--- src/rtl/bus_arbiter_rr_if.sv ---
// Request/grant bundle between four bus masters and the round-robin bus arbiter.
// Pure wiring, no latency; the arbiter drives sel/gnt/busy/timeout, the masters drive req/done.
// Backpressure: a master waits on gnt; the arbiter never stalls a master that holds gnt.
interface bus_arbiter_rr_if;
  logic [3:0] req;
  logic       done;
  logic [1:0] sel;
  logic [3:0] gnt;
  logic       busy;
  logic       timeout;

  modport master (
    output req,
    output done,
    input  sel,
    input  gnt,
    input  busy,
    input  timeout
  );

  modport slave (
    input  req,
    input  done,
    output sel,
    output gnt,
    output busy,
    output timeout
  );
endinterface

--- src/rtl/bus_arbiter_rr.sv ---
// Round-robin 4-master tri-state bus arbiter (IDLE/GRANT/TURN); ARB_TIMEOUT_EN adds a forced release.
// Latency: gnt appears one edge after req is sampled in IDLE; every grant is followed by one gnt=0 turn cycle.
// Backpressure: a grant is held until done or req[sel] drops (or, with ARB_TIMEOUT_EN, TIMEOUT_CYC cycles pass).
module bus_arbiter_rr #(
  parameter int TIMEOUT_CYC = 16
) (
  input logic             clk,
  input logic             rst,
  bus_arbiter_rr_if.slave bus
);

  typedef enum logic [1:0] {
    ST_IDLE,
    ST_GRANT,
    ST_TURN
  } state_t;

  state_t     state_q;
  logic [3:0] gnt_q;
  logic [1:0] sel_q;
  logic [1:0] ptr_q;
  logic       busy_q;

  logic [1:0] win_idx;
  logic       win_vld;
  logic       release_req;
  logic       expire;

  // Search ptr+1, ptr+2, ptr+3, ptr; the 2-bit sum wraps 3->0 naturally.
  always_comb begin
    win_idx = ptr_q;
    win_vld = 1'b0;
    for (int i = 1; i <= 4; i++) begin
      if (!win_vld && bus.req[2'(ptr_q + 2'(i))]) begin
        win_idx = 2'(ptr_q + 2'(i));
        win_vld = 1'b1;
      end
    end
  end

  assign release_req = bus.done || !bus.req[sel_q];

`ifdef ARB_TIMEOUT_EN
  localparam int CNT_W = $clog2(TIMEOUT_CYC + 1);

  logic [CNT_W-1:0] cnt_q;
  logic [CNT_W-1:0] cnt_inc;
  logic             timeout_q;

  assign cnt_inc = cnt_q + CNT_W'(1);
  assign expire  = (cnt_inc == CNT_W'(TIMEOUT_CYC));

  // Counter is parked at zero outside GRANT so it is clear on every GRANT entry.
  always_ff @(posedge clk) begin
    if (rst) begin
      cnt_q     <= '0;
      timeout_q <= 1'b0;
    end else begin
      timeout_q <= (state_q == ST_GRANT) && !release_req && expire;
      if (state_q == ST_GRANT) begin
        cnt_q <= cnt_inc;
      end else begin
        cnt_q <= '0;
      end
    end
  end

  assign bus.timeout = timeout_q;
`else
  assign expire      = 1'b0;
  assign bus.timeout = 1'b0;
`endif

  always_ff @(posedge clk) begin
    if (rst) begin
      state_q <= ST_IDLE;
      gnt_q   <= 4'b0000;
      sel_q   <= 2'b00;
      ptr_q   <= 2'b11;
      busy_q  <= 1'b0;
    end else begin
      case (state_q)
        ST_IDLE: begin
          if (win_vld) begin
            state_q <= ST_GRANT;
            gnt_q   <= 4'b0001 << win_idx;
            sel_q   <= win_idx;
            ptr_q   <= win_idx;
            busy_q  <= 1'b1;
          end
        end
        ST_GRANT: begin
          if (release_req || expire) begin
            state_q <= ST_TURN;
            gnt_q   <= 4'b0000;
          end
        end
        ST_TURN: begin
          // Turnaround: no driver enabled for one cycle, sel left on the last master.
          state_q <= ST_IDLE;
          busy_q  <= 1'b0;
        end
        default: begin
          state_q <= ST_IDLE;
          gnt_q   <= 4'b0000;
          busy_q  <= 1'b0;
        end
      endcase
    end
  end

  assign bus.gnt  = gnt_q;
  assign bus.sel  = sel_q;
  assign bus.busy = busy_q;

endmodule

--- src/flat_wrapper.sv ---
// flat-port wrapper written by rule: the top's interface ports become plain ports
module bus_arbiter_rr_flat 
#(
  parameter int TIMEOUT_CYC = 16
)
  (clk, rst, bus_req, bus_done, bus_sel, bus_gnt, bus_busy, bus_timeout);
  bus_arbiter_rr_if bus_i ();
  input logic clk;
  input logic rst;
  input wire logic [$bits(bus_i.req)-1:0] bus_req;
  input wire logic [$bits(bus_i.done)-1:0] bus_done;
  output wire logic [$bits(bus_i.sel)-1:0] bus_sel;
  output wire logic [$bits(bus_i.gnt)-1:0] bus_gnt;
  output wire logic [$bits(bus_i.busy)-1:0] bus_busy;
  output wire logic [$bits(bus_i.timeout)-1:0] bus_timeout;
  assign bus_i.req = bus_req;
  assign bus_i.done = bus_done;
  assign bus_sel = bus_i.sel;
  assign bus_gnt = bus_i.gnt;
  assign bus_busy = bus_i.busy;
  assign bus_timeout = bus_i.timeout;
  bus_arbiter_rr #(.TIMEOUT_CYC(TIMEOUT_CYC)) u_core (.clk(clk), .rst(rst), .bus(bus_i));
endmodule
--- config.mk ---
export PLATFORM = sky130hd
export DESIGN_NAME = bus_arbiter_rr_flat
export DESIGN_NICKNAME = d
export VERILOG_FILES = /design/src/rtl/bus_arbiter_rr_if.sv /design/src/rtl/bus_arbiter_rr.sv /design/src/flat_wrapper.sv
export SDC_FILE = /design/constraint.sdc
export NUM_CORES = 1
export LEC_CHECK = 0
export ABC_AREA = 1
export BUFFER_PORTS_ARGS = -buffer_cell sky130_fd_sc_hd__buf_2
export CORE_UTILIZATION = 35
export CTS_CLUSTER_SIZE = 20
export DETAILED_ROUTE_END_ITERATION = 12
export HOLD_SLACK_MARGIN = 0.05
export PLACE_DENSITY_LB_ADDON = 0.3
export REMOVE_ABC_BUFFERS = 1
export SLEW_MARGIN = 0
export SYNTH_ARGS = -nofsm -noshare
export SYNTH_HDL_FRONTEND = slang
export SYNTH_SLANG_ARGS = --single-unit
--- constraint.sdc ---
create_clock -name clk -period 3.3 [get_ports clk]
set_input_delay 0.495 -clock clk [delete_from_list [all_inputs] [get_ports clk]]
set_output_delay 0.495 -clock clk [all_outputs]
set_load 0.03 [all_outputs]
==> impl_metrics.tcl <==
set metrics [dict create \
    status "finished clean" \
    synth_cell_types 25 \
    first_pass_iters 4 \
    power.density_nw_per_um2 1150 \
    postPlaceCellArea_um2 873 \
    hold_slack_ns 0.464 \
    wl_um 1700 \
    placed_cells 161 \
    post_cts_resized 0 \
    grt_use_met2_pct 26.6 \
    instances_no_fill 165 \
    worst_slack_ns 1.43 \
    p_total_mw 1.04 \
    reg2reg_depth 10 \
    crit_path_start_kind "flop" \
    hp-class "reg2reg" \
    numCtsBuffers 3 \
    pre_cts_ws_ns 1.44 \
    grt_use_total_pct 15.7 \
    root_buffer "clkbuf_4" \
    cap_violations 0 \
    cts_sinks 11 \
    viasPerCell 4.70 \
    met3_usage_pct 3.70 \
    gp_congestion 0.865 \
    antenna_left 0 \
    holdPathEnd "u_core.bus.busy" \
    seqCellArea_um2 220 \
    slew_violations 0 \
    fin_nets 146 \
    insertion_delay_ns 0.27 \
    synth_ff_type "dfxtp_1" \
    multi_input_area_um2 505 \
    grt_pass1_vias 733 \
    top_usage_layer "met2" \
    cts_max_level 1 \
    fmax_mhz 535 \
    start_util_pct 39.0 \
    cts_tree "done" \
    vias 775 \
    layout_commonest_cell "nand2_1" \
    clkPwrFrac_pct 8.6 \
    die_y_um 49.9 \
    ir_drop_v 0.000462 \
    p_leak_nw 0.465 \
    comb_power_share_pct 68.4 \
    r2r_slack_ns 1.43 \
    diodes 0 \
    setup_tns_ns 0 \
    async_reset_ff_share_pct 0 \
    synth-edff-count 0 \
    hp-start "u_core.bus.busy" \
    rsz0062_at_grt "no" \
    critPathCaptureType "flop" \
    crit_required_ns 3.45 \
    die-area_um2 2490 \
    io_buffers 13 \
    yosysSeqAreaShare_pct 27.4 \
    clk_pin_slew_ns 0.07 \
    netSwitchingFraction_pct 55.5 \
    fin_skew_ns 0.00290 \
    syn-cell-area_um2 805 \
    ys_seq_elements 11 \
    met1_usage_pct 19.6 \
    wl_per_cell_um 10.3 \
    worstSetupPathType "reg2reg" \
    fillCellCount 226 \
    syn_avg_cell_area_um2 6.44 \
    postCtsHoldBufs 0 \
    critPathArrivalTime_ns 2.02 \
    core_um2 2060 \
    path_max_fanout 11 \
    setup_viol 0 \
    pwr-share-seq_pct 23.0 \
    final_hold_viol_count 0 \
    area_growth_pct 12.0 \
    yosys_warnings 0 \
    r2r-end "u_core.ptr_q[1]" \
    fin_util_pct 43.7 \
    p_int_mw 0.461 \
    synthCells 125 \
    reg2reg_from "u_core.ptr_q[0]" \
    drive_above_1_share_pct 29.7 \
    drt_first_iter_violations 16 \
    final_area_um2 901 \
    post_cts_buffers 0 \
    die_x_um 49.9 \
    hpwl_um 1390 \
    cts.path.max_buffers 2 \
    fin_crit_sh_pct 56.7 \
    grt_max_degree 12 \
    power.switching_mw 0.577 \
    hold_depth 2 \
    final_cell_mix "nand2_1 (50), buf_2 (13), nand3_1 (12)" \
    min_period_ns 1.87 \
    drc_errors 0 \
    grt_first_pass_wirelength_um 3020 \
    antenna_found_initial 0 \
    rows 16 \
    overflow 0 \
    io_pins 15 \
]
[cell usage after synthesis (2+ instances only)]
library cell / number / share of area [%]
dfxtp_1: 11 / 27
a21oi_1: 4 / 2.5
nor2_1: 2 / 0.93
nand2_2: 6 / 4.7
nand2_4: 3 / 4.2
inv_1: 7 / 3.3
buf_4: 2 / 1.9
nand2_1: 50 / 23
inv_2: 6 / 2.8
nand4_1: 2 / 1.6
a21oi_2: 5 / 5.4
o211ai_1: 3 / 2.8
nand3_1: 12 / 7.5
[layer usage]
layer | part of all wire, % | vias up
met5 | 0 | -
met4 | 0 | 0
met3 | 3.2 | 0
met2 | 47 | 13
met1 | 50 | 337
li1 | - | 425
[layout make-up]
| type | instances | area share [%] |
|---|---|---|
| multi-input cells | 97 | 56.1 |
| flip-flops and latches | 11 | 24.4 |
| clock buffers | 3 | 2.50 |
| well taps | 27 | 3.75 |
| clock inverters | 1 | 0.556 |
| repair buffers | 13 | 7.22 |
| inverters | 13 | 5.42 |
[state kept, by name (all words and copies together) (netlist names)]
| register | cells |
|---|---|
| u_core.bus.busy | 1 |
| u_core.bus.sel | 2 |
| u_core.ptr_q | 2 |
| u_core.state_q | 2 |
| u_core.bus.gnt | 4 |
[worst max-delay path: stages (launching register included)]
cell      delay (ns)
dfxtp_1         0.55
inv_2           0.17
nand2_1         0.11
nand2_1         0.11
nand2_2         0.12
nand2_4         0.09
or2_1           0.23
nand3_1         0.09
nand2_1         0.08
nand2_1         0.10
o211ai_1        0.10
[kinds of logic after synthesis]
family | synth area share (%)
simple gates | 49.5
buf+inv | 9.80
compound gates | 12.9
flops | 27.4
other cells | 0.466
[power by group through the flow]
stage / logic [mW] / registers, mW / clock network [mW]
floorplan: 0.508 / 0.305 / 0
global placement: 0.702 / 0.240 / 0
detailed placement: 0.713 / 0.241 / 0
CTS: 0.715 / 0.238 / 0.0942
global route: 0.791 / 0.248 / 0.104
finish: 0.710 / 0.239 / 0.0896
[how the worst max path moves through the flow]
stage / from / endpoint / slack (ns)
2_1_floorplan: u_core.ptr_q[0] / u_core.ptr_q[1] / 1.72
3_3_place_gp: u_core.ptr_q[0] / u_core.bus.gnt[3] / 1.49
3_5_place_dp: u_core.ptr_q[0] / u_core.bus.gnt[1] / 1.44
4_1_cts: u_core.ptr_q[0] / u_core.bus.gnt[1] / 1.42
5_1_grt: u_core.ptr_q[0] / u_core.bus.gnt[2] / 1.22
6_report: u_core.ptr_q[0] / u_core.ptr_q[1] / 1.43
No activity file was read; power rests on OpenSTA's default activity.
